File: src/rtl/if_id_queue.sv
// Instruction queue between fetch and decode: a DEPTH-entry circular buffer of
// {inst, addr, predict-jump} with valid/ready handshakes, decode hold and flush.
module if_id_queue #(
    parameter int                 DEPTH  = 4,
    parameter int                 INST_W = 32,
    parameter int                 ADDR_W = 32,
    parameter logic [INST_W-1:0]  NOP    = 32'h00000013
) (
    input  logic                       clk,
    input  logic                       rst,
    input  logic                       flush_i,
    input  logic                       hold_i,
    input  logic                       in_valid_i,
    output logic                       in_ready_o,
    input  logic [INST_W-1:0]          inst_i,
    input  logic [ADDR_W-1:0]          inst_addr_i,
    input  logic                       predict_jump_enable_i,
    output logic                       out_valid_o,
    output logic [INST_W-1:0]          inst_o,
    output logic [ADDR_W-1:0]          inst_addr_o,
    output logic                       predict_jump_enable_o,
    output logic [$clog2(DEPTH):0]     count_o
);

    localparam int PTR_W = $clog2(DEPTH);
    localparam int CNT_W = PTR_W + 1;

    logic [INST_W-1:0] r_inst_mem [DEPTH];
    logic [ADDR_W-1:0] r_addr_mem [DEPTH];
    logic              r_pj_mem   [DEPTH];

    logic [PTR_W-1:0]  r_wp;
    logic [PTR_W-1:0]  r_rp;
    logic [CNT_W-1:0]  r_count;

    logic              w_full;
    logic              w_empty;
    logic              w_push;
    logic              w_pop;

    assign w_full  = (r_count == CNT_W'(DEPTH));
    assign w_empty = (r_count == CNT_W'(0));

    // in_ready only sees occupancy and flush, never a same-cycle pop
    assign in_ready_o  = ~w_full & ~flush_i;
    assign out_valid_o = ~w_empty;
    assign w_push      = in_valid_i & in_ready_o;
    assign w_pop       = out_valid_o & ~hold_i;
    assign count_o     = r_count;

    // Pointer and occupancy registers; reset and flush both empty the queue
    always_ff @(posedge clk) begin
        if (rst) begin
            r_wp    <= PTR_W'(0);
            r_rp    <= PTR_W'(0);
            r_count <= CNT_W'(0);
        end else if (flush_i) begin
            r_wp    <= PTR_W'(0);
            r_rp    <= PTR_W'(0);
            r_count <= CNT_W'(0);
        end else begin
            if (w_push) begin
                r_wp <= r_wp + PTR_W'(1);
            end else begin
                r_wp <= r_wp;
            end
            if (w_pop) begin
                r_rp <= r_rp + PTR_W'(1);
            end else begin
                r_rp <= r_rp;
            end
            case ({w_push, w_pop})
                2'b10:   r_count <= r_count + CNT_W'(1);
                2'b01:   r_count <= r_count - CNT_W'(1);
                default: r_count <= r_count;
            endcase
        end
    end

    // Entry storage; contents need no reset because outputs are masked when empty
    always_ff @(posedge clk) begin
        if (!rst && w_push) begin
            r_inst_mem[r_wp] <= inst_i;
            r_addr_mem[r_wp] <= inst_addr_i;
            r_pj_mem[r_wp]   <= predict_jump_enable_i;
        end
    end

    // Head presentation, driven only from registered state
    always_comb begin
        inst_o                = NOP;
        inst_addr_o           = {ADDR_W{1'b0}};
        predict_jump_enable_o = 1'b0;
        if (out_valid_o) begin
            inst_o                = r_inst_mem[r_rp];
            inst_addr_o           = r_addr_mem[r_rp];
            predict_jump_enable_o = r_pj_mem[r_rp];
        end else begin
            inst_o                = NOP;
            inst_addr_o           = {ADDR_W{1'b0}};
            predict_jump_enable_o = 1'b0;
        end
    end

endmodule

File: config.mk
export PLATFORM = sky130hd
export DESIGN_NAME = if_id_queue
export DESIGN_NICKNAME = d
export VERILOG_FILES = /design/src/rtl/if_id_queue.sv
export SDC_FILE = /design/constraint.sdc
export NUM_CORES = 1
export LEC_CHECK = 0
export CORE_MARGIN = 1
export CORE_UTILIZATION = 59
export DETAILED_ROUTE_END_ITERATION = 10
export GPL_ROUTABILITY_DRIVEN = 0
export GPL_TIMING_DRIVEN = 0
export PLACE_DENSITY = 0.85
export REMOVE_ABC_BUFFERS = 1
export SLEW_MARGIN = 20
export SYNTH_ARGS = -nofsm -noshare
export SYNTH_HDL_FRONTEND = slang
export SYNTH_SLANG_ARGS = --single-unit
File: constraint.sdc
create_clock -name clk -period 18.1 [get_ports clk]
set_input_delay 3.62 -clock clk [delete_from_list [all_inputs] [get_ports clk]]
set_output_delay 3.62 -clock clk [all_outputs]
set_load 0.05 [all_outputs]
; ---- Word-level counts from Yosys, hierarchy flattened
; Memories as Yosys holds them, arrays and structs flattened. A register that Yosys moved wholly into a read port is not among the register bits.
; Cells that the tools add are included.
[classes]
addsub = 4
mux = 12
reduce_logical = 5
eq_ne = 3
bitwise_logic = 7
[op_table]
columns = operator, count
row1 = $mux W32, 2
row2 = $mux W2, 6
row3 = $pmux W3 S2, 1
row4 = $add A2 B1 Y2 const B, 2
row5 = $not A1 Y1, 4
row6 = $add A3 B1 Y3 const B, 1
row7 = $and A1 B1 Y1, 3
row8 = $eq A3 B3 Y1 const B, 1
row9 = $logic_not A3 Y1, 1
row10 = $mux W1, 3
row11 = $sub A3 B1 Y3 const B, 1
row12 = $eq A2 B1 Y1 const B, 1
row13 = $eq A2 B2 Y1 const B, 1
row14 = $reduce_bool A2 Y1, 1
row15 = $reduce_or A2 Y1, 1
row16 = $logic_and A1 B1 Y1, 1
row17 = $logic_not A1 Y1, 1
[word_totals]
n_memories = 3
regBits = 7
ram_bits = 260
inputBits = 70
wordCells = 37
[mem_list]
columns = memory, words, word_bits, read_ports, rd_ports_with_merged_regs, wr, line_no
row1 = r_addr_mem, 4, 32, 1, 1, 1, 29  ; logic [ADDR_W-1:0] r_addr_mem [DEPTH];
row2 = r_inst_mem, 4, 32, 1, 1, 1, 28  ; logic [INST_W-1:0] r_inst_mem [DEPTH];
row3 = r_pj_mem, 4, 1, 1, 1, 1, 30  ; logic r_pj_mem [DEPTH];

; ---- Depth between registers and ports, before layout
[depth]
depth_word = 7
mapped_depth = 8

; ---- Least setup slack after synthesis
; Ideal clock, no wire load.
[synth_path]
path_type = input port to flip-flop
startpoint = input flush_i
endpoint = memory r_addr_mem[0][0], enable pin
path_stages = 2
required_time_ps = 17518
setup_slack_ps = 8800
path_buffers = 0
arrival_ps = 8718
path_cell_list = nand3b_2 -> nor3b_1
[synth_via]
elab_chain_len = 6
[synth_lines]
columns = element, line_no
row1 = from (decl), 11  ; input logic flush_i,
row2 = $not A1 Y1, 45  ; assign in_ready_o = ~w_full & ~flush_i;
row3 = $and A1 B1 Y1, 45
row4 = $and A1 B1 Y1, 47  ; assign w_push = in_valid_i & in_ready_o;
row5 = $logic_and A1 B1 Y1, 82  ; if (!rst && w_push) begin
row6 = $mux W1, 82
row7 = $mux W1 (not written as such), 84  ; r_addr_mem[r_wp] <= inst_addr_i;
row8 = to (decl), 29
; No other way between the ends.

; ---- Worst setup path after layout
[layout_path]
startpoint = input flush_i
endpoint = output in_ready_o
[layout_via]
elab_chain_len = 2
[layout_lines]
columns = element, line_no
row1 = $not A1 Y1, 45
row2 = $and A1 B1 Y1, 45
row3 = to (decl), 14  ; output logic in_ready_o,
; No other way between the ends.

==> flow_summary.toml <==
[global_route]
grt_max_degree = 40
grt_usage_pct = 22.6
globalRouteMet3Util_pct = 4.88
grt.busiest_layer = "met2"
grt_pass1_vias = 5456
antenna_found_initial = 0
grt-ovfl-total = 0
grt_pass1_wl_um = 30200
grtUsageMet1_pct = 27.9
met2_usage_pct = 40.2

[timing]
setup_viol = 0
rsz0062_at_grt = "no"
maxSlewViolCount = 0
finalSetupTns_ps = 0
fin_skew_ps = 13.3
max_freq_mhz = 116
post-route-min-period_ps = 8630
period_share_pct = 47.7
worstMarginPinSlew_ps = 704
slew_headroom_pct = 52.9
final_hold_viol_count = 0

[floorplan]
die_w_um = 134
ios = 140
num_rows = 47
die-height_um = 134
coreArea_um2 = 16800
initial_utilization_pct = 61.3
die_area_um2 = 18000

[outcome]
outcome = "completed"

[final_layout]
drive_gt1_share_pct = 21.8
diodes = 0
nets = 723
instances_no_fill = 885
final_common_cell = "edfxtp_1"
final_cell_mix = "edfxtp_1, clkdlybuf4s50_1, mux4_2, and2_1, clkbuf_16"
stdcell_area_um2 = 13000
syn2layout_area_growth_pct = 26.3

[critical_path]
critPathMostFrequentCell = "clkdlybuf4s50_1"
worstPathArrival_ps = 5010
startpoint_type = "input port"
crit_slowest_cell = "clkdlybuf4s50_1"
crit_required_ps = 14480
reg2reg_depth = 7
r2r_slack_ps = 15510
critPathMaxStageDelay_ps = 810
crit_path_end_kind = "output port"
cp_cell_sequence = "clkdlybuf4s50_1 -> nor2b_1 -> clkdlybuf4s50_1"
cp_max_fo = 4
path_class = "in -> out"

[clocking]
clockBufferDepth = 3
clk_latency_ps = 510
cts_made_buffers = 26
clk_pin_slew_ps = 60
htree_num_levels = 1
tritoncts = "done"
root_buffer = "clkbuf_16"
ctsResizeCount = 0
postCtsHoldBufs = 0
cts_setup_buffers = 0
cts.sinks = 269

[yosys]
synth_cell_types = 25
netlist_area_um2 = 10300
seq_area_frac_synth_pct = 77.5
synthFlopType = "edfxtp_1"
synth_seq_cells = 269
async_flop_share_pct = 0
synthesis.instances = 466
avgSynthCellArea_um2 = 22.1
ys.warnings.count = 0
synth_edf_count = 260

[drt]
viasPerCell = 5.67
firstDrtPassIters = 5
drt_drc_violations_left = 0
drt_iter0_drc = 256
antenna_left = 0
routed_wirelength_um = 19500
wl_per_cell_um = 22.0
num_vias = 5016

[placement]
dp.cells = 839
dp_hpwl_um = 13200
place_area_um2 = 12200
portBuffers = 139

[job]
cap_violations = 0

[pwr]
powerDensity_nw_per_um2 = 97.3
ir_drop_mv = 0.0875
p_leak_nw = 4.16

[hold_path]
whs_path_depth = 2
holdCritPathClass = "reg -> reg"
[synthesized netlist by cell type, types with 2 or more instances]
master / instances / area share, %
edfxtp_1: 260 / 76
mux4_2: 65 / 14
and2_1: 62 / 3.8
dfxtp_1: 9 / 1.7
clkbuf_1: 8 / 0.29
buf_2: 7 / 0.34
buf_6: 6 / 0.66
inv_1: 6 / 0.22
a21oi_1: 5 / 0.24
ha_1: 5 / 0.61
nor2_1: 5 / 0.18
nand2_1: 4 / 0.15
nor3b_1: 4 / 0.29
o21ai_0: 3 / 0.15
or2_1: 3 / 0.18
or3_1: 3 / 0.18
mux2i_1: 2 / 0.19
xor2_1: 2 / 0.17
[routing by layer]
layer  wire (um)  vias to the layer above
li1            -                     2249
met1        7450                     2565
met2       10400                      159
met3        1130                       43
met4         500                        0
met5           0                        -
[stage by stage]
stage / util [%] / setup WS [ps] / power [mW] / hold slack [ps]
detailed placement: 72.7 / 9470 / 0.784 / 505
global placement: 70.4 / 4890 / 0.780 / 468
finish: 77.4 / 9470 / 1.27 / 511
floorplan: - / 8800 / 0.744 / 457
global route: 77.4 / 9430 / 1.30 / 530
CTS: 77.4 / 9470 / 1.28 / 515
[worst paths after layout]
kind,endpoint,from
worst max register to register,r_inst_mem[2][29],count_o[0]
worst min register to register,r_wp[1],r_wp[1]
worst min-delay path,r_wp[1],r_wp[1]
worst max-delay path,in_ready_o,flush_i
[flip-flops by register name (all words and copies together) (netlist names), named ones only]
name,count
r_wp,2
r_rp,2
r_inst_mem,128
r_pj_mem,4
r_addr_mem,128
count_o,3
[cell families after synthesis]
group | count (synthesis) | synth area share, %
buffers and inverters | 27 | 1.51
muxes | 67 | 14.4
xor gates and xnor gates | 2 | 0.170
and+or+nand+nor | 87 | 5.22
AOI/OAI and AO/OA | 8 | 0.388
DFF | 269 | 77.5
adders and majority gates | 6 | 0.801
[worst max-delay path: cells and delay by family]
kind | cells | cell delay, ps
buf+inv | 2 | 1250
simple gates | 1 | 130
[final cells by class]
cell class	count	area (um2)
multi-input cells	170	2180
well taps	220	275
inverters	6	22.5
flip-flops and latches	269	8000
clock inverters	7	30.0
clock buffers	39	761
fillers	917	3810
repair buffers	174	1740
[report_power, final]
group	internal (mW)	switching [mW]	total [mW]
Clock	0.288	0.208	0.495
Sequential	0.688	0.00244	0.691
Combinational	0.0351	0.0447	0.0798
Total	1.01	0.255	1.27
No activity file was read; power rests on OpenSTA's default activity.
